--- config.mk ---
export PLATFORM = sky130hd
export DESIGN_NAME = fetch_controller
export DESIGN_NICKNAME = d
export VERILOG_FILES = /design/src/rtl/fetch_controller.sv
export SDC_FILE = /design/constraint.sdc
export NUM_CORES = 1
export LEC_CHECK = 0
export CAP_MARGIN = 10
export CORE_MARGIN = 2
export CORE_UTILIZATION = 50
export CTS_CLUSTER_DIAMETER = 120
export DETAILED_ROUTE_END_ITERATION = 16
export GPL_TIMING_DRIVEN = 0
export PLACE_DENSITY = 0.84
export SETUP_SLACK_MARGIN = 0.3
export SLEW_MARGIN = 40
export SYNTH_ARGS = -nofsm -noshare
export SYNTH_HDL_FRONTEND = slang
export SYNTH_SLANG_ARGS = --single-unit
--- constraint.sdc ---
create_clock -name clk -period 5.9 [get_ports clk]
set_clock_uncertainty 0.2 [all_clocks]
set_input_delay 0.59 -clock clk [delete_from_list [all_inputs] [get_ports clk]]
set_output_delay 0.59 -clock clk [all_outputs]
set_load 0.01 [all_outputs]
--- src/rtl/fetch_controller.sv ---
// Instruction fetch controller: sequences the fetch PC and instruction memory
// requests, holds a returned word while decode is stalled, and squashes an
// in-flight request when execute resolves a taken branch/jump.
module fetch_controller #(
  parameter logic [31:0] RESET_PC = 32'h0000_0000,
  parameter logic [31:0] PC_STEP  = 32'd4
) (
  input  logic        clk,
  input  logic        reset,
  input  logic        stall_d,
  input  logic        redirect_e,
  input  logic [31:0] redirect_pc_e,
  input  logic        imem_ready,
  input  logic [31:0] imem_rdata,
  output logic        imem_req,
  output logic [31:0] imem_addr,
  output logic        fetch_en,
  output logic [31:0] pc_next_f,
  output logic [31:0] instr_f,
  output logic        flush_d
);

  typedef enum logic [1:0] {
    StBoot,
    StReq,
    StHold,
    StKill
  } state_e;

  state_e      state_q, state_d;
  logic [31:0] pc_q, pc_d;
  logic [31:0] tgt_q, tgt_d;
  logic [31:0] instr_q, instr_d;

  // State and datapath registers with synchronous reset.
  always_ff @(posedge clk) begin
    if (reset) begin
      state_q <= StBoot;
      pc_q    <= RESET_PC;
      tgt_q   <= 32'h0;
      instr_q <= 32'h0;
    end else begin
      state_q <= state_d;
      pc_q    <= pc_d;
      tgt_q   <= tgt_d;
      instr_q <= instr_d;
    end
  end

  // Next-state and datapath update; redirect outranks stall and ready.
  always_comb begin
    state_d = state_q;
    pc_d    = pc_q;
    tgt_d   = tgt_q;
    instr_d = instr_q;
    unique case (state_q)
      StBoot: begin
        state_d = StReq;
      end
      StReq: begin
        if (redirect_e) begin
          if (imem_ready) begin
            pc_d    = redirect_pc_e;
            state_d = StReq;
          end else begin
            // Request still in flight: remember target until memory answers.
            tgt_d   = redirect_pc_e;
            state_d = StKill;
          end
        end else if (imem_ready) begin
          instr_d = imem_rdata;
          if (stall_d) begin
            state_d = StHold;
          end else begin
            pc_d    = pc_q + PC_STEP;
            state_d = StReq;
          end
        end
      end
      StHold: begin
        if (redirect_e) begin
          pc_d    = redirect_pc_e;
          state_d = StReq;
        end else if (!stall_d) begin
          pc_d    = pc_q + PC_STEP;
          state_d = StReq;
        end
      end
      StKill: begin
        if (redirect_e) begin
          tgt_d = redirect_pc_e;
        end
        if (imem_ready) begin
          pc_d    = redirect_e ? redirect_pc_e : tgt_q;
          state_d = StReq;
        end
      end
      default: begin
        state_d = StBoot;
      end
    endcase
  end

  // Moore/Mealy outputs derived from state and current inputs.
  always_comb begin
    imem_req  = (state_q == StReq) || (state_q == StKill);
    imem_addr = pc_q;
    pc_next_f = pc_q;
    instr_f   = instr_q;
    flush_d   = redirect_e && (state_q != StBoot);
    fetch_en  = 1'b0;
    if (!redirect_e && !stall_d) begin
      if (state_q == StReq) begin
        fetch_en = imem_ready;
      end else if (state_q == StHold) begin
        fetch_en = 1'b1;
      end
    end
  end

endmodule

### Word level (Yosys, flattened, before mapping)

Cells that the tools add are included.
W data, S select, Z words.

| storage, ports and cells | value |
|---|---|
| logic and storage cells | 50 |
| memories | 0 |
| latch bits | 0 |
| flip-flop bits (word level) | 98 |
| memory bits (writable) | 0 |
| memory bits (read-only) | 0 |
| input port bits | 69 |

| operators by class | value |
|---|---|
| $mul | 0 |
| eq/ne operators | 9 |
| bitwise operators | 1 |
| shift-type cells | 0 |
| add/subtract/negate cells | 1 |
| divide/modulo/power cells | 0 |
| multiplexer cells | 22 |
| $lt $le $gt $ge | 0 |
| reduce and logical (&&, ||, !) cells | 13 |

Operators by type and width:

| operator | number |
|---|---|
| $mux W32 | 9 |
| $pmux W32 S3 | 1 |
| $pmux W32 S2 | 1 |
| $add A32 B3 Y32 const B | 1 |
| $mux W2 | 7 |
| $reduce_and A3 Y1 | 4 |
| $ne A2 B2 Y1 const B | 4 |
| $pmux W2 S4 | 1 |
| $ne A3 B3 Y1 const B | 2 |
| $eq A2 B2 Y1 const B | 2 |
| $reduce_bool A2 Y1 | 2 |
| $mux W1 | 3 |
| $reduce_bool A3 Y1 | 1 |
| $eq A2 B1 Y1 const B | 1 |
| $logic_and A1 B1 Y1 | 2 |
| $logic_not A1 Y1 | 2 |
| $logic_not A2 Y1 | 1 |
| $logic_or A1 B1 Y1 | 1 |
| $not A1 Y1 | 1 |

### Logic depth before layout (Yosys ltp)

| depth | value |
|---|---|
| word-level depth | 5 |
| mapped depth | 8 |
| mapped depth without buffers | 6 |

### Worst setup path before layout

No wires, ideal clock.

| path | value |
|---|---|
| kind | register to register |
| from | reg pc_q[2] (netlist: imem_addr[2]) |
| to | reg pc_q[20] (netlist: imem_addr[20]) |
| path buffers | 0 |
| clock period less this slack | 2.142 ns |
| path slack | 3.758 ns |
| data required time | 5.607 ns |
| cell stages (with the launch flop) | 7 |
| arrival | 1.849 ns |
| path through | dfxtp_1 > ha_1 > nand3_1 > nor4_2 > mux2i_1 > a211oi_2 > o32ai_1 |

| between the ends | value |
|---|---|
| longest elaborated chain between the ends | 5 |

RTL lines:

| item | line | text |
|---|---|---|
| start: declaration | 31 | `logic [31:0] pc_q, pc_d;` |
| start signal: assignment | 44 | `pc_q <= pc_d;` |
| $add A32 B3 Y32 * | 75, 85 |  |
| $mux W32 * | 72, 84 |  |
| $mux W32 | 70 | `end else if (imem_ready) begin` |
| $mux W32 | 61 | `if (redirect_e) begin` |
| $pmux W32 S3 * | 56 | `unique case (state_q)` |

Mark *: on every way between the ends. The rest lies on a longest branch, timed or not. The select of a mux whose other input is x is not followed.
A chain may end at the register's enable or synchronous reset.

### Worst setup path after layout

| path | value |
|---|---|
| from | in redirect_e |
| to | out flush_d |

| between the ends | value |
|---|---|
| longest elaborated chain between the ends | 1 |

RTL lines:

| item | line | text |
|---|---|---|
| start: declaration | 11 | `input logic redirect_e,` |
| $logic_and A1 B1 Y1 | 110 | `flush_d = redirect_e && (state_q != StBoot);` |
| end: declaration | 20 | `output logic flush_d` |

No other way between the ends.

==> summary.md <==
| Metric | Value |
|---|---|
| Status | `finished, final reports clean` |
| DR iter-0 viols | `549` |
| Vias per cell | `5.73` |
| Worst-path clk slew | `0.09 ns` |
| Fmax | `0.289 GHz` |
| Post-DP HPWL | `12.5 mm` |
| Mapped Avg Cell Area | `7.43 um2` |
| H-tree depth reported by CTS | `3` |
| Area share of the leading cell type in the synthesized netlist | `39.4%` |
| Critical path's slowest cell | `clkbuf_1` |
| Post-synth net total | `741` |
| # placed instances | `970` |
| # diodes | `0` |
| Max Used Layer | `met4` |
| First-pass GRT wire length | `26.9 mm` |
| # hold bufs at CTS | `0` |
| WHS | `0.253 ns` |
| CP Launch Point | `redirect_e` |
| Worst slew margin | `50.5%` |
| Met3 wire length | `2.23 mm` |
| Area grow syn2layout | `41.5%` |
| Critical Path End Type | `output port` |
| Core area | `9730 um2` |
| Vias in the first global route | `5281` |
| Worst reg2reg path endpoint | `imem_addr[20]$_SDFFE_PP0P_` |
| RSZ-0062 raised after global routing | `false` |
| Vias | `5647` |
| Crit-path max FO | `10` |
| Starting Density | `51.2%` |
| P per Cell Area | `221 nW/um2` |
| Worst path cell trace | `clkdlybuf4s50_1, inv_1, clkbuf_1, nor2_1, clkdlybuf4s50_1` |
| Synth area leader | `dfxtp_1` |
| Dpl ws | `2.49 ns` |
| # rows | `36` |
| Antenna Nets Post-Route | `0` |
| I/O Buffers | `166` |
| Pre-antenna DRT Iters | `5` |
| Cell mode on critical path | `clkdlybuf4s50_1` |
| Per-cell routed wire length | `17.3 um` |
| Die ar. | `10800 um2` |
| M1 WL | `6.52 mm` |
| Setup TNS | `0 ns` |
| Stages on worst setup path | `5` |
| Worst-margin pin slew | `0.743 ns` |
| GRT Resource Usage Total | `31.0%` |
| Layout cells sized above 1 | `8.21%` |
| Reg2Reg Depth | `6` |
| Hold Path Sink | `tgt_q[2]$_SDFFE_PP0P_` |
| Routability cong. | `0.891` |
| Top delay family on crit path | `buffers and inverters` |
| Post-synth top cells | `171 x nand2_1, 100 x a21oi_1, 98 x dfxtp_1` |
| Main area contributors after synthesis | `dfxtp_1 39%, nand2_1 13%, a21oi_1 10%, buf_4 4.8%, clkbuf_1 2.9%` |
| Top-level port count | `168` |
| CP arrival | `2.67 ns` |
| Startpoint Class | `input port` |
| DRC errors left | `0` |
| Sequential area share after synthesis | `39.4%` |
| Final Non-Filler Cells | `986` |
| CTS root buf | `clkbuf_8` |
| Worst Path Required | `5.11 ns` |
| Max-slew violation count | `0` |
| CTS buffer count | `9` |
| Cells on Worst Hold Path | `2` |
| Synth Instances | `671` |
| Crit-path max cell delay | `0.61 ns` |
| Largest net degree at the start of global routing | `17` |
| Reg2reg start | `imem_addr[2]$_SDFFE_PP0P_` |
| Mapped Area | `4980 um2` |
| Max Cap Viol | `0` |
| WS Path Type | `in -> out` |
| Antenna violations before repair | `0` |
| Met2 wire len | `7.90 mm` |
| Minimum setup slack among reg-to-reg paths | `3.19 ns` |
| Clk sinks | `98` |
| Wirelength, routed | `17.1 mm` |
| Skew-Pair Late Insertion Delay | `0.38 ns` |
| Post-synthesis cell type count | `57` |
| Final worst slack | `2.44 ns` |
| Ys async rst share | `0%` |
| Die Y | `104 um` |
| Die Wd | `104 um` |
| Yosys reg bits | `98` |
| # setup viols final | `0` |
| # resized after CTS | `0` |
| Nets@finish | `918` |
| Most instantiated library cell after synthesis | `nand2_1` |
| CTS tree | `yes` |
| Hold Fails Final Rpt | `0` |
| Total global routing overflow | `0` |
| Max IR drop VDD | `0.160 mV` |
| Fin crit share | `58.7%` |
| Setup bufs post-CTS | `0` |
| Leak pwr | `2.52 nW` |
| Main synth FF type | `dfxtp_1` |
| Hold crit path type | `reg -> reg` |
| CTS max path bufs | `2` |
| Number of flops mapped to enable cells by yosys | `0` |
| Worst Hold Launch | `tgt_q[2]$_SDFFE_PP0P_` |
| Synth warn | `0` |
| Buf/Inv on CP | `4` |
| Fin crit period | `3.46 ns` |
worst register-to-register path, cell delays in order, from the launching register on:
cell	delay (ns)
dfxtp_1	0.50
ha_1	0.26
nand3_1	0.25
nor4_2	0.75
mux2i_1	0.30
a211oi_2	0.06
o32ai_1	0.28
worst max-delay path by stage:
stage,slack [ns],endpoint
floorplan,3.76,imem_addr[20]$_SDFFE_PP0P_
global placement,2.53,flush_d
detailed placement,2.49,flush_d
CTS,2.48,flush_d
global route,2.37,flush_d
finish,2.44,flush_d
placed cells by master (no fill, tap or decap), drive strengths merged, types with 3 or more instances in the layout:
master / synthesis / final
a211oi: 14 / 14
a21o: 4 / 4
a21oi: 100 / 100
a221o: 3 / 3
a31oi: 9 / 9
and3: 10 / 10
and4: 5 / 5
buf: 43 / 43
bufinv: 0 / 3
clkbuf: 39 / 48
clkdlybuf4s50: 0 / 166
clkinvlp: 0 / 3
dfxtp: 98 / 98
inv: 8 / 8
mux2i: 7 / 7
nand2: 171 / 171
nand3: 17 / 17
nand4: 9 / 9
nor2: 36 / 36
nor3: 18 / 18
nor4: 4 / 4
o211ai: 4 / 4
o21ai: 32 / 32
o31a: 4 / 4
o32ai: 4 / 4
kinds of logic (layout without fill, tap and decap cells):
kind of cell,Yosys count,after routing,share of synthesized area [%]
buf+inv,90,272,9.42
compound gates,188,188,22.5
flops,98,98,39.4
simple gates,283,283,26.3
fa+ha+maj,1,1,0.251
mux,7,7,1.41
xor+xnor,4,4,0.703
power by group:
group	internal, mW	total [mW]	switching (mW)	leakage, nW
clock network	0.281	0.532	0.251	0.111
logic	0.155	0.307	0.151	1.61
registers	0.690	0.723	0.0326	0.797
final cells by class:
class,instances,area [um2]
Fill cell,818,2680
Multi-Input combinational cell,483,2550
Sequential cell,98,1960
Timing Repair Buffer,166,1660
Buffer,82,439
Tap cell,133,166
Clock buffer,9,124
Clock inverter,7,118
Inverter,8,30.0
per-stage QoR:
| step | cell area, um2 | util (%) | power (mW) |
|---|---|---|---|
| floorplan | 4980 | - | 0.874 |
| global placement | 6810 | 70.0 | 1.03 |
| detailed placement | 6810 | 70.0 | 1.04 |
| CTS | 7050 | 72.5 | 1.55 |
| global route | 7050 | 72.5 | 1.61 |
| finish | 7050 | 72.5 | 1.56 |
metal layers:
layer  GRT usage (%)  vias up
li1                -     2648
met3            9.75       41
met4            12.2        0
met2            50.0      371
met1            38.5     2587
met5               0        -
registers in the layout (all words and copies together) (netlist names):
name and count:
tgt_q 32, imem_addr 32, instr_f 32, state_q 2
(Power assumes the default switching activity.)
